## config.mk

```make
export PLATFORM = sky130hd
export DESIGN_NAME = mc_ctrl_fsm
export DESIGN_NICKNAME = d
export VERILOG_FILES = /design/src/rtl/mc_pkg.sv /design/src/rtl/mc_decode.sv /design/src/rtl/mc_ctrl_fsm.sv
export SDC_FILE = /design/constraint.sdc
export NUM_CORES = 1
export LEC_CHECK = 0
export BUFFER_PORTS_ARGS = -buffer_cell sky130_fd_sc_hd__buf_2
export CAP_MARGIN = 20
export CORE_ASPECT_RATIO = 1.75
export CORE_UTILIZATION = 45
export DETAILED_ROUTE_END_ITERATION = 10
export PLACE_DENSITY = 0.81
export SLEW_MARGIN = 30
export SYNTH_ARGS = -nofsm -noshare
export SYNTH_HDL_FRONTEND = slang
export SYNTH_SLANG_ARGS = --single-unit
```

## constraint.sdc

```tcl
create_clock -name clk -period 2.4 [get_ports clk]
set_input_delay 0.12 -clock clk [delete_from_list [all_inputs] [get_ports clk]]
set_output_delay 0.12 -clock clk [all_outputs]
set_load 0.02 [all_outputs]
```

## src/rtl/mc_pkg.sv

```systemverilog
// Shared constants for the multicycle RV32I control unit: state codes, opcodes,
// ALU operation encodings and the branch-condition helper.
package mc_pkg;

    localparam logic [2:0] S_IF   = 3'd1;
    localparam logic [2:0] S_ID   = 3'd2;
    localparam logic [2:0] S_EX   = 3'd3;
    localparam logic [2:0] S_MEM  = 3'd4;
    localparam logic [2:0] S_WB   = 3'd5;
    localparam logic [2:0] S_TRAP = 3'd7;

    localparam logic [6:0] OPC_LOAD   = 7'b0000011;
    localparam logic [6:0] OPC_STORE  = 7'b0100011;
    localparam logic [6:0] OPC_BRANCH = 7'b1100011;
    localparam logic [6:0] OPC_OPIMM  = 7'b0010011;
    localparam logic [6:0] OPC_OP     = 7'b0110011;

    localparam logic [3:0] ALU_LAND = 4'b0000;
    localparam logic [3:0] ALU_LOR  = 4'b0001;
    localparam logic [3:0] ALU_ADD  = 4'b0010;
    localparam logic [3:0] ALU_SUB  = 4'b0110;
    localparam logic [3:0] ALU_LESS = 4'b0111;
    localparam logic [3:0] ALU_LSHR = 4'b1000;
    localparam logic [3:0] ALU_LSHL = 4'b1001;
    localparam logic [3:0] ALU_ASHR = 4'b1010;
    localparam logic [3:0] ALU_LXOR = 4'b1101;

    typedef enum logic [1:0] {
        CLS_ALU    = 2'd0,
        CLS_LOAD   = 2'd1,
        CLS_STORE  = 2'd2,
        CLS_BRANCH = 2'd3
    } instr_class_e;

    // Branch outcome from the SUB-compare flags; unsupported funct3 never reaches WB.
    function automatic logic branch_taken(input logic [2:0] funct3, input logic zero, input logic lt);
        case (funct3)
            3'b000:  return zero;
            3'b001:  return !zero;
            3'b100:  return lt;
            3'b101:  return !lt;
            default: return 1'b0;
        endcase
    endfunction

endpackage

```

## src/rtl/mc_decode.sv

```systemverilog
// Combinational instruction decode: ALU operation, operand select, writeback
// select, instruction class and illegal-encoding detection.
module mc_decode
    import mc_pkg::*;
#(
    parameter int ALUW = 4
) (
    input  logic [31:0]     instr_i,
    output logic [ALUW-1:0] alu_ctrl_o,
    output logic            alu_src_o,
    output logic            mem_to_reg_o,
    output instr_class_e    cls_o,
    output logic            illegal_o
);

    logic [6:0] opcode;
    logic [2:0] funct3;
    logic [6:0] funct7;
    logic       is_op;
    logic       f7_std;
    logic       f7_alt;
    logic [3:0] alu;
    logic       unused_instr_bits;

    assign opcode = instr_i[6:0];
    assign funct3 = instr_i[14:12];
    assign funct7 = instr_i[31:25];
    assign is_op  = (opcode == OPC_OP);
    assign f7_std = (funct7 == 7'b0000000);
    assign f7_alt = (funct7 == 7'b0100000);
    assign unused_instr_bits = ^{instr_i[24:15], instr_i[11:7]};

    always_comb begin
        alu          = ALU_ADD;
        alu_src_o    = 1'b0;
        mem_to_reg_o = 1'b0;
        cls_o        = CLS_ALU;
        illegal_o    = 1'b0;
        case (opcode)
            OPC_LOAD: begin
                cls_o        = CLS_LOAD;
                alu_src_o    = 1'b1;
                mem_to_reg_o = 1'b1;
            end
            OPC_STORE: begin
                cls_o     = CLS_STORE;
                alu_src_o = 1'b1;
            end
            OPC_BRANCH: begin
                cls_o     = CLS_BRANCH;
                alu       = ALU_SUB;
                illegal_o = !((funct3 == 3'b000) || (funct3 == 3'b001) ||
                              (funct3 == 3'b100) || (funct3 == 3'b101));
            end
            OPC_OPIMM, OPC_OP: begin
                // For OP-IMM the funct7 field is immediate bits, checked only for shifts.
                alu_src_o = !is_op;
                case (funct3)
                    3'b000: begin
                        alu       = (is_op && f7_alt) ? ALU_SUB : ALU_ADD;
                        illegal_o = is_op && !f7_std && !f7_alt;
                    end
                    3'b001: begin
                        alu       = ALU_LSHL;
                        illegal_o = !f7_std;
                    end
                    3'b010: begin
                        alu       = ALU_LESS;
                        illegal_o = is_op && !f7_std;
                    end
                    3'b011: illegal_o = 1'b1;
                    3'b100: begin
                        alu       = ALU_LXOR;
                        illegal_o = is_op && !f7_std;
                    end
                    3'b101: begin
                        alu       = f7_alt ? ALU_ASHR : ALU_LSHR;
                        illegal_o = !f7_std && !f7_alt;
                    end
                    3'b110: begin
                        alu       = ALU_LOR;
                        illegal_o = is_op && !f7_std;
                    end
                    default: begin
                        alu       = ALU_LAND;
                        illegal_o = is_op && !f7_std;
                    end
                endcase
            end
            default: illegal_o = 1'b1;
        endcase
    end

    assign alu_ctrl_o = ALUW'(alu);

endmodule

```

## src/rtl/mc_ctrl_fsm.sv

```systemverilog
// Multicycle RV32I control FSM (IF/ID/EX/MEM/WB/TRAP) with ready-handshake wait
// counting. Define MC_PERF_CNT_EN to add the cycle_cnt/instret_cnt counters.
module mc_ctrl_fsm
    import mc_pkg::*;
#(
    parameter int ALUW     = 4,
    parameter int WAIT_MAX = 15,
    parameter int SKIP_MEM = 1
) (
    input  logic            clk,
    input  logic            rst,
    input  logic [31:0]     instr,
    input  logic            zero,
    input  logic            lt,
    input  logic            imem_ready,
    input  logic            dmem_ready,
    output logic            IRWrite,
    output logic            MemRead,
    output logic            MemWrite,
    output logic            RegWrite,
    output logic            MemToReg,
    output logic            ALUSrc,
    output logic [ALUW-1:0] ALUCtrl,
    output logic            PCSrc,
    output logic            loadPC,
    output logic            trap,
    output logic [2:0]      state_o
`ifdef MC_PERF_CNT_EN
    ,
    output logic [31:0]     cycle_cnt,
    output logic [31:0]     instret_cnt
`endif
);

    localparam logic [7:0] WaitLim = 8'(WAIT_MAX);

    logic [2:0]   state_q, state_d;
    logic [7:0]   wait_q, wait_d;
    instr_class_e cls;
    logic         illegal;
    logic         is_mem;

    mc_decode #(.ALUW(ALUW)) u_decode (
        .instr_i      (instr),
        .alu_ctrl_o   (ALUCtrl),
        .alu_src_o    (ALUSrc),
        .mem_to_reg_o (MemToReg),
        .cls_o        (cls),
        .illegal_o    (illegal)
    );

    assign is_mem = (cls == CLS_LOAD) || (cls == CLS_STORE);

    always_comb begin
        state_d = state_q;
        wait_d  = wait_q;
        case (state_q)
            S_IF:   state_d = imem_ready ? S_ID : ((wait_q == WaitLim) ? S_TRAP : S_IF);
            S_ID:   state_d = illegal ? S_TRAP : S_EX;
            S_EX:   state_d = (is_mem || (SKIP_MEM == 0)) ? S_MEM : S_WB;
            S_MEM: begin
                if (!is_mem || dmem_ready) state_d = S_WB;
                else if (wait_q == WaitLim) state_d = S_TRAP;
            end
            S_WB:   state_d = S_IF;
            S_TRAP: state_d = S_TRAP;
            default: state_d = S_IF;
        endcase
        // Staying put in IF/MEM only happens while waiting on ready.
        if (state_d != state_q) wait_d = '0;
        else if ((state_q == S_IF) || (state_q == S_MEM)) wait_d = wait_q + 8'd1;
    end

    always_ff @(posedge clk) begin
        if (rst) begin
            state_q <= S_IF;
            wait_q  <= '0;
        end else begin
            state_q <= state_d;
            wait_q  <= wait_d;
        end
    end

    assign IRWrite  = (state_q == S_IF) && imem_ready;
    assign MemRead  = (state_q == S_MEM) && (cls == CLS_LOAD);
    assign MemWrite = (state_q == S_MEM) && (cls == CLS_STORE);
    assign RegWrite = (state_q == S_WB) && ((cls == CLS_ALU) || (cls == CLS_LOAD));
    assign PCSrc    = (state_q == S_WB) && (cls == CLS_BRANCH) && branch_taken(instr[14:12], zero, lt);
    assign loadPC   = (state_q == S_WB);
    assign trap     = (state_q == S_TRAP);
    assign state_o  = state_q;

`ifdef MC_PERF_CNT_EN
    logic [31:0] cycle_q, instret_q;

    always_ff @(posedge clk) begin
        if (rst) begin
            cycle_q   <= '0;
            instret_q <= '0;
        end else begin
            if (state_q != S_TRAP) cycle_q <= cycle_q + 32'd1;
            if (state_q == S_WB) instret_q <= instret_q + 32'd1;
        end
    end

    assign cycle_cnt   = cycle_q;
    assign instret_cnt = instret_q;
`endif

endmodule

```

After elaboration in Yosys (flattened, before gate mapping) --
Index checks and enable logic that the tools add are counted. W data, S select, Z words.
Operators by class: $add $sub $neg 1, mux-type cells 17, reductions and logical operators 30, equal/unequal tests 23
Operators by type and width (number):
- $pmux W4 S7 | 1
- $eq A7 B6 Y1 const B | 3
- $eq A3 B3 Y1 const B | 6
- $mux W3 | 6
- $pmux W3 S5 | 1
- $eq A3 B2 Y1 const B | 4
- $logic_and A1 B1 Y1 | 10
- $add A8 B1 Y8 const B | 1
- $eq A8 B4 Y1 const B | 1
- $pmux W1 S4 | 2
- $pmux W4 S2 | 1
- $eq A7 B2 Y1 const B | 1
- $eq A7 B5 Y1 const B | 1
- $eq A7 B7 Y1 const B | 1
- $logic_not A1 Y1 | 7
- $logic_not A7 Y1 | 1
- $logic_or A1 B1 Y1 | 7
- $eq A3 B1 Y1 const B | 2
- $pmux W2 S3 | 1
- $reduce_or A2 Y1 | 3
- $eq A2 B2 Y1 const B | 2
- $logic_not A3 Y1 | 1
- $ne A3 B3 Y1 | 1
- $pmux W1 S3 | 1
- 5 further kinds | 6
Storage, ports and cells: logic and storage cells 73, output and inout port bits 16, input bits 38, bits in registers 11

Depth between registers and ports, before layout --
Gate-level depths: netlist of run 1.
depth after elaboration 10, mapped depth 9, mapped depth without buffers 9

Hierarchy --
Synthesis of run 1 repeated with hierarchy kept, for this count alone.
Second synthesis, totals: cells, all modules 132, area total of the unflattened synthesis 1077.3 sq um
By module, submodules not included:
- mc_ctrl_fsm | area an instance 822.0 sq um, cells each 95, instances 1, seq. area each 220.2 sq um
- mc_decode | area an instance 255.2 sq um, cells each 37, instances 1, seq. area each 0.0 sq um

Least setup slack after synthesis of run 1 --
No wires, ideal clock.
path type in2reg, from input instr[2], to register wait_q[0], arrival 1.837 ns, stages on the path 9, slack 0.435 ns, required time 2.272 ns, path buffers 0, library setup time 0.128 ns, path through nand4bb_1 > nor2_1 > nand2_1 > inv_1 > ha_1 > nor4b_1 > o211ai_1 > a22oi_4 > nor3_2
Between the ends: word-level cells in the longest chain between the ends 10, elaborated cells on any way between the ends 23, classes of those cells 8 x eq/ne; 7 x mux; 8 x reduce/logical
RTL lines:
- from (decl) | RTL line mc_ctrl_fsm.sv:12 | input logic [31:0] instr,
- $eq A7 B7 Y1 (tied with other cells) | RTL line mc_decode.sv:39 | case (opcode)
- $pmux W2 S3 | RTL line mc_decode.sv:39
- $eq A2 B1 Y1 / $eq A2 B2 Y1 (equally long branches) | RTL line mc_ctrl_fsm.sv:52 | assign is_mem = (cls == CLS_LOAD) || (cls == CLS_STORE);
- $logic_or A1 B1 Y1 | RTL line mc_ctrl_fsm.sv:52
- $logic_not A1 Y1 | RTL line mc_ctrl_fsm.sv:62 | if (!is_mem || dmem_ready) state_d = S_WB;
- $logic_or A1 B1 Y1 | RTL line mc_ctrl_fsm.sv:62
- $mux W3 | RTL line mc_ctrl_fsm.sv:62
- $pmux W3 S5 (*) | RTL line mc_ctrl_fsm.sv:57 | case (state_q)
- $ne A3 B3 Y1 (*) | RTL line mc_ctrl_fsm.sv:70 | if (state_d != state_q) wait_d = '0;
- $reduce_or A2 Y1 (no line) (*)
- to (signal assigned) | RTL line mc_ctrl_fsm.sv:80 | wait_q <= wait_d;
- to (decl) | RTL line mc_ctrl_fsm.sv:38 | logic [7:0] wait_q, wait_d;
Mark *: on every way between the ends. The rest lies on a longest branch, timed or not. A chain may end at the register's enable or synchronous reset.

Worst setup path in the final report of run 1 --
from input instr[2], to register wait_q[6]
Same word-level chain as after synthesis.

==> results.txt, run 1 <==
outcome = finished, final reports clean
slowest CP cell = nor4b_1
crit start category = input pin
CTS Buffer Depth = 2
Num CTS Buffers = 3
worst path cell trace = buf_2 -> nand4bb_1 -> nor2_1 -> nand2_1 -> inv_1 -> ha_1 -> nor4b_1 -> o211ai_1 -> a22oi_4 -> nor3_2
vias in the first global route = 1020
Final Skew = 0.00157 ns
routed len/inst = 13.7 um
most frequent cells in the layout = buf_2, nand2_1, dfxtp_1, nor2_1, xnor2_1
setup tns final = 0 ns
Std-Cell Rows = 22
Post-DRT Antenna Nets = 0
Slowest Stage Delay on Critical Path = 0.43 ns
warning count from the yosys run = 0
I/O pins = 54
Worst path depth = 10
# Post-CTS Setup Buffers = 0
Logic pwr share = 32.9%
Reg power frac = 42.7%
Vias = 1090
clk_lat worst skew = 0.27 ns
First-pass DRT Iterations = 4
GPL Wtd Cong = 0.880
drt first-iter violations = 35
reg-to-reg slack, setup = 0.70 ns
cts hold-fix bufs = 0
H-Tree Depth = 1
Internal Power = 0.329 mW
Peak VDD IR = 0.000346 V
final hold vios = 0
Slew headroom = 52.4%
Lkg Pwr = 0.561 nW
f_max = 0.503 GHz
clock sinks = 11
largest net degree at the start of global routing = 22
Clock Root Buffer = clkbuf_4
chip width = 38.6 um
Placement Setup Slack = 0.0880 ns
residual DRC count = 0
count of cell types in the netlist = 44
synthesized area per cell = 8.22 um2
ranking of synthesized cells by area = dfxtp_1, nor3_2, xnor2_1
CP arrival = 2.14 ns
CP Capture Type = register
FF+latch count, synth = 11
Syn Inst Count = 128
CTS tree = built
Resized cells post-CTS = 0
ratio of final minimum period to clock period = 82.8%
GR Overflow Total = 0
first-pass GRT wire length = 3990 um
drt total wl = 2590 um
final setup violation count = 0
final hold slack = 0.0573 ns
DPL Wire Length = 2090 um
fin crit period = 1.99 ns
gr usage total = 21.5%
post-synthesis sequential area ratio = 20.9%
initial antenna violation count = 0
die area = 2540 um2
Worst Setup SP = instr[2]
ANT cells = 0
Initial Utilization = 49.0%
Critical Path RT = 2.55 ns
RSZ-0062 raised after global routing = no
Sw Share = 36.0%
Final Core Density = 59.4%
setup slack after layout = 0.413 ns
synthesized cell area = 1050 um2
reg2reg start = state_o[2]
clock slew at reported path FFs = 0.07 ns
worst-case reg-to-reg path depth = 4
final net count = 208
delay-heaviest family, CP = simple AND/OR/NAND/NOR gates
r2r endpoint = wait_q[6]
CP Class = in2reg
max_cap viols = 0
PD cells = 403 nW/um2
min-delay worst type = in2reg
number of fill cells = 213
fraction of layout cells with a size suffix above 1 = 34.5%
area share of the largest cell type after synthesis = 20.9%
synthesized net count = 170
Via density = 5.77
Bufs and invs on worst path = 2
Post-Place Cells = 185
Worst Tran Pin Value = 0.713 ns
Final Cell Area = 1270 um2
Port Buf Inserts = 38
Yosys top cell by area = dfxtp_1
Core Region = 2150 um2
most common cell after layout, fill and taps aside = buf_2
Psw = 0.185 mW
synth-to-layout area growth = 21.2%
DP Area = 1250 um2
Tot Pwr = 0.514 mW
Die Y-Extent = 66.0 um
Post-Layout Cell Count = 189
clock power share = 24.4%
Slew Limit Fails = 0
critical path fanouts, max = 8
crit path capture = wait_q[6]
[power by group through the flow]
stage | Clock [mW] | Sequential, mW | Combinational, mW
CTS | 0.131 | 0.220 | 0.168
global placement | 0 | 0.222 | 0.161
global route | 0.138 | 0.222 | 0.181
floorplan | 0 | 0.210 | 0.129
detailed placement | 0 | 0.224 | 0.167
finish | 0.125 | 0.220 | 0.169
[final cells by class]
| type | instances | area [um2] | area share [%] |
|---|---|---|---|
| repair buffers | 39 | 198 | 15.5 |
| multi-input cells | 105 | 778 | 61.0 |
| inverters | 6 | 22.5 | 1.77 |
| well taps | 24 | 30.0 | 2.36 |
| flip-flops and latches | 11 | 220 | 17.3 |
| clock buffers | 4 | 26.3 | 2.06 |
[worst reg2reg max path: stages, from the launching register on]
cell and delay [ns]:
dfxtp_1 0.53, nor4b_1 0.41, o211ai_1 0.20, a22oi_4 0.36
nor3_2 0.09
[synth_stat cells, drive strengths merged]
master / number
a21oi: 5
and2: 2
o211a: 1
or3b: 1
nor3b: 3
nand2: 13
and4b: 1
nand4: 2
clkbuf: 1
or2: 2
ha: 4
a211o: 3
nand3: 4
nor2b: 1
a221o: 2
o31ai: 1
a211oi: 2
and2b: 1
nand2b: 3
o21ai: 3
and3: 3
inv: 6
nor4b: 1
nor2: 9
xnor2: 10
xor2: 2
nor3: 13
nor4: 6
dfxtp: 11
mux2i: 2
o211ai: 1
buf: 5
a22o: 1
a31o: 1
a22oi: 1
nand4bb: 1
[cells by family after synthesis]
kind of cell	share of synthesized area, %
and+or+nand+nor	39.7
AOI/OAI and AO/OA	16.9
xor gates and xnor gates	10.7
buffers and inverters	5.11
DFF	20.9
adders and majority gates	4.76
muxes	1.90
[flip-flops by register name, indices dropped and copies added, names as in the netlist]
name / count
wait_q: 8
state_o: 3
[layer usage]
| layer | vias up | GRT usage [%] | part of all wire (%) |
|---|---|---|---|
| li1 | 541 | - | - |
| met1 | 511 | 18.8 | 38 |
| met2 | 33 | 45.0 | 57 |
| met3 | 5 | 1.01 | 3.9 |
| met4 | 0 | 7.76 | 1.2 |
| met5 | - | 0 | 0 |
[how the worst min path moves through the flow]
stage / start / to / slack (ns) / depth (start not counted)
3_3_place_gp: rst / state_o[1] / 0.34 / 2
3_5_place_dp: rst / state_o[1] / 0.34 / 2
5_1_grt: rst / state_o[1] / 0.06 / 2
2_1_floorplan: rst / state_o[1] / 0.18 / 1
4_1_cts: rst / state_o[1] / 0.05 / 2
6_report: rst / state_o[1] / 0.06 / 2
No activity file was read; power rests on OpenSTA's default activity.
==> run 2, diff against run 1 <==
Settings changed: CORE_UTILIZATION 45 to 41, PLACE_DENSITY 0.81 to 0.78.
Clock period 2.4 ns to 1.7 ns, I/O delays scaled along.
==> run 2 against run 1 <==
Compared with the run above: via count is 6.5% higher; first-iteration DRC count down 26%; register-to-register slack worse by 0.57 ns; combinational power rose by 71%; critical path depth down 6; cell count grew 6.9%; clock power grew 120%; critical endpoint is now wait_q[0]; largest cell class unchanged; largest power group unchanged; highest routed layer unchanged.
==> results.txt, run 2 (synthesized netlist as in run 1, its figures left out) <==
clk_lat worst skew = 0.25 ns (was 0.27 ns)
crit start category = register (was input pin)
gr usage total = 21.8% (was 21.5%)
CP arrival = 1.70 ns (was 2.14 ns)
CP Class = reg2reg (was in2reg)
DP Area = 1390 um2 (was 1250 um2)
Reg area = 220 um2 (unchanged)
Reg with most FFs = wait_q (unchanged)
worst-case reg-to-reg path depth = 4 (unchanged)
CP Capture Type = register (unchanged)
ratio of final minimum period to clock period = 92.3%
Port Buf Inserts = 38 (unchanged)
residual DRC count = 0 (unchanged)
first-pass GRT wire length = 4430 um (was 3990 um)
Vias = 1161 (was 1090)
min-delay worst type = in2reg (unchanged)
Critical Path RT = 1.83 ns (was 2.55 ns)
Psw = 0.288 mW (was 0.185 mW)
number of fill cells = 238 (was 213)
First-pass DRT Iterations = 3 (was 4)
clock slew at reported path FFs = 0.05 ns (was 0.07 ns)
Final Cell Area = 1450 um2 (was 1270 um2)
clock power share = 31.5% (was 24.4%)
clock sinks = 11 (unchanged)
Via density = 5.75 (was 5.77)
Clock Root Buffer = clkbuf_8 (was clkbuf_4)
Logic pwr share = 33.7% (was 32.9%)
Reg power frac = 34.8% (was 42.7%)
H-Tree Depth = 1 (unchanged)
PD cells = 590 nW/um2 (was 403 nW/um2)
Worst Tran Pin Value = 0.391 ns (was 0.713 ns)
final net count = 219 (was 208)
RSZ-0062 raised after global routing = no (unchanged)
outcome = finished, final reports clean (unchanged)
r2r endpoint = wait_q[0] (was wait_q[6])
crit path capture = wait_q[0] (was wait_q[6])
CTS tree = built (unchanged)
critical path fanouts, max = 10 (was 8)
# Post-CTS Setup Buffers = 0 (unchanged)
Slew Limit Fails = 0 (unchanged)
vias in the first global route = 1182 (was 1020)
Peak VDD IR = 0.000508 V (was 0.000346 V)
Core Region = 2460 um2 (was 2150 um2)
drt first-iter violations = 26 (was 35)
Num CTS Buffers = 3 (unchanged)
most frequent cells in the layout = buf_2, nand2_1, buf_4, dfxtp_1, xnor2_1 (was buf_2, nand2_1, dfxtp_1, nor2_1, xnor2_1)
Internal Power = 0.567 mW (was 0.329 mW)
Post-Place Cells = 198 (was 185)
Tot Pwr = 0.856 mW (was 0.514 mW)
Std-Cell Rows = 24 (was 22)
max reg flops = 8 (unchanged)
GR Overflow Total = 0 (unchanged)
ANT cells = 0 (unchanged)
DPL Wire Length = 2220 um (was 2090 um)
Slew headroom = 73.7% (was 52.4%)
CTS Buffer Depth = 2 (unchanged)
Die Y-Extent = 69.0 um (was 66.0 um)
reg2reg start = state_o[2] (unchanged)
routed len/inst = 13.7 um (about the same)
die area = 2780 um2 (was 2540 um2)
Sw Share = 33.7% (was 36.0%)
initial antenna violation count = 0 (unchanged)
Initial Utilization = 42.7% (was 49.0%)
Lkg Pwr = 0.628 nW (was 0.561 nW)
Post-Layout Cell Count = 202 (was 189)
Final Skew = 0.00331 ns (was 0.00157 ns)
f_max = 0.637 GHz
Post-DRT Antenna Nets = 0 (unchanged)
Worst Setup SP = state_o[2] (was instr[2])
Multi-input gate area = 836 um2 (was 778 um2)
synth-to-layout area growth = 37.7% (was 21.2%)
drt total wl = 2770 um (was 2590 um)
final setup violation count = 0 (unchanged)
fraction of layout cells with a size suffix above 1 = 41.5% (was 34.5%)
Hold Path Cell Cnt = 2 (unchanged)
reg-to-reg slack, setup = 0.13 ns (was 0.70 ns)
most common cell after layout, fill and taps aside = buf_2 (unchanged)
max_cap viols = 0 (unchanged)
fin crit period = 1.57 ns
chip width = 40.3 um (was 38.6 um)
GPL Wtd Cong = 0.804 (was 0.880)
setup tns final = 0 ns (unchanged)
final hold vios = 0 (unchanged)
largest net degree at the start of global routing = 11 (was 22)
I/O pins = 54 (unchanged)
## run 2: routing by layer
layer	GRT usage [%]	wire length (um)
met2	43.5	1600
met3	3.22	173
met1	17.8	926
met4	8.89	60
met5	0	0
## run 2: power by group through the flow
stage               logic (mW)  clock network, mW  registers [mW]
floorplan                0.189                  0           0.296
global placement         0.276                  0           0.300
detailed placement       0.286                  0           0.302
CTS                      0.287              0.278           0.297
global route             0.316              0.281           0.300
finish                   0.289              0.269           0.297
## run 2: critical path: stages, from the launching register on
cell and delay (ns):
dfxtp_1 0.53, and2b_1 0.28, a211oi_1 0.34, a211o_4 0.24, nor3_2 0.06
## run 2: timing repair
item	4_1_cts	5_1_grt
gates resized for setup	0	2
endpoints found under the setup margin	0	11
hold buffers	0	0
## run 2: how the worst min path moves through the flow
stage | slack (ns) | to | start
detailed placement | 0.31 | state_o[1] | rst
CTS | 0.04 | state_o[1] | rst
finish | 0.05 | state_o[1] | rst
floorplan | 0.15 | state_o[1] | rst
global placement | 0.31 | state_o[1] | rst
global route | 0.07 | state_o[1] | rst
## run 2: metrics by stage
step                      utilization (%)  hold WS, ns  worst slack (ns)
after floorplan                         -        0.147           -0.0397
after global placement               56.6        0.305            -0.139
after detailed placement             56.6        0.306            -0.200
after CTS                            58.4       0.0439            0.0475
after global routing                 58.8       0.0692            0.0193
final                                58.8       0.0458             0.131
## run 2: cell type report
cell class / instances / share of cell area [%]
tap: 26 / 2.25
timing repair buffer: 50 / 20.2
sequential: 11 / 15.2
clock buffer: 4 / 3.11
inverter: 6 / 1.55
multi-input combinational: 105 / 57.7
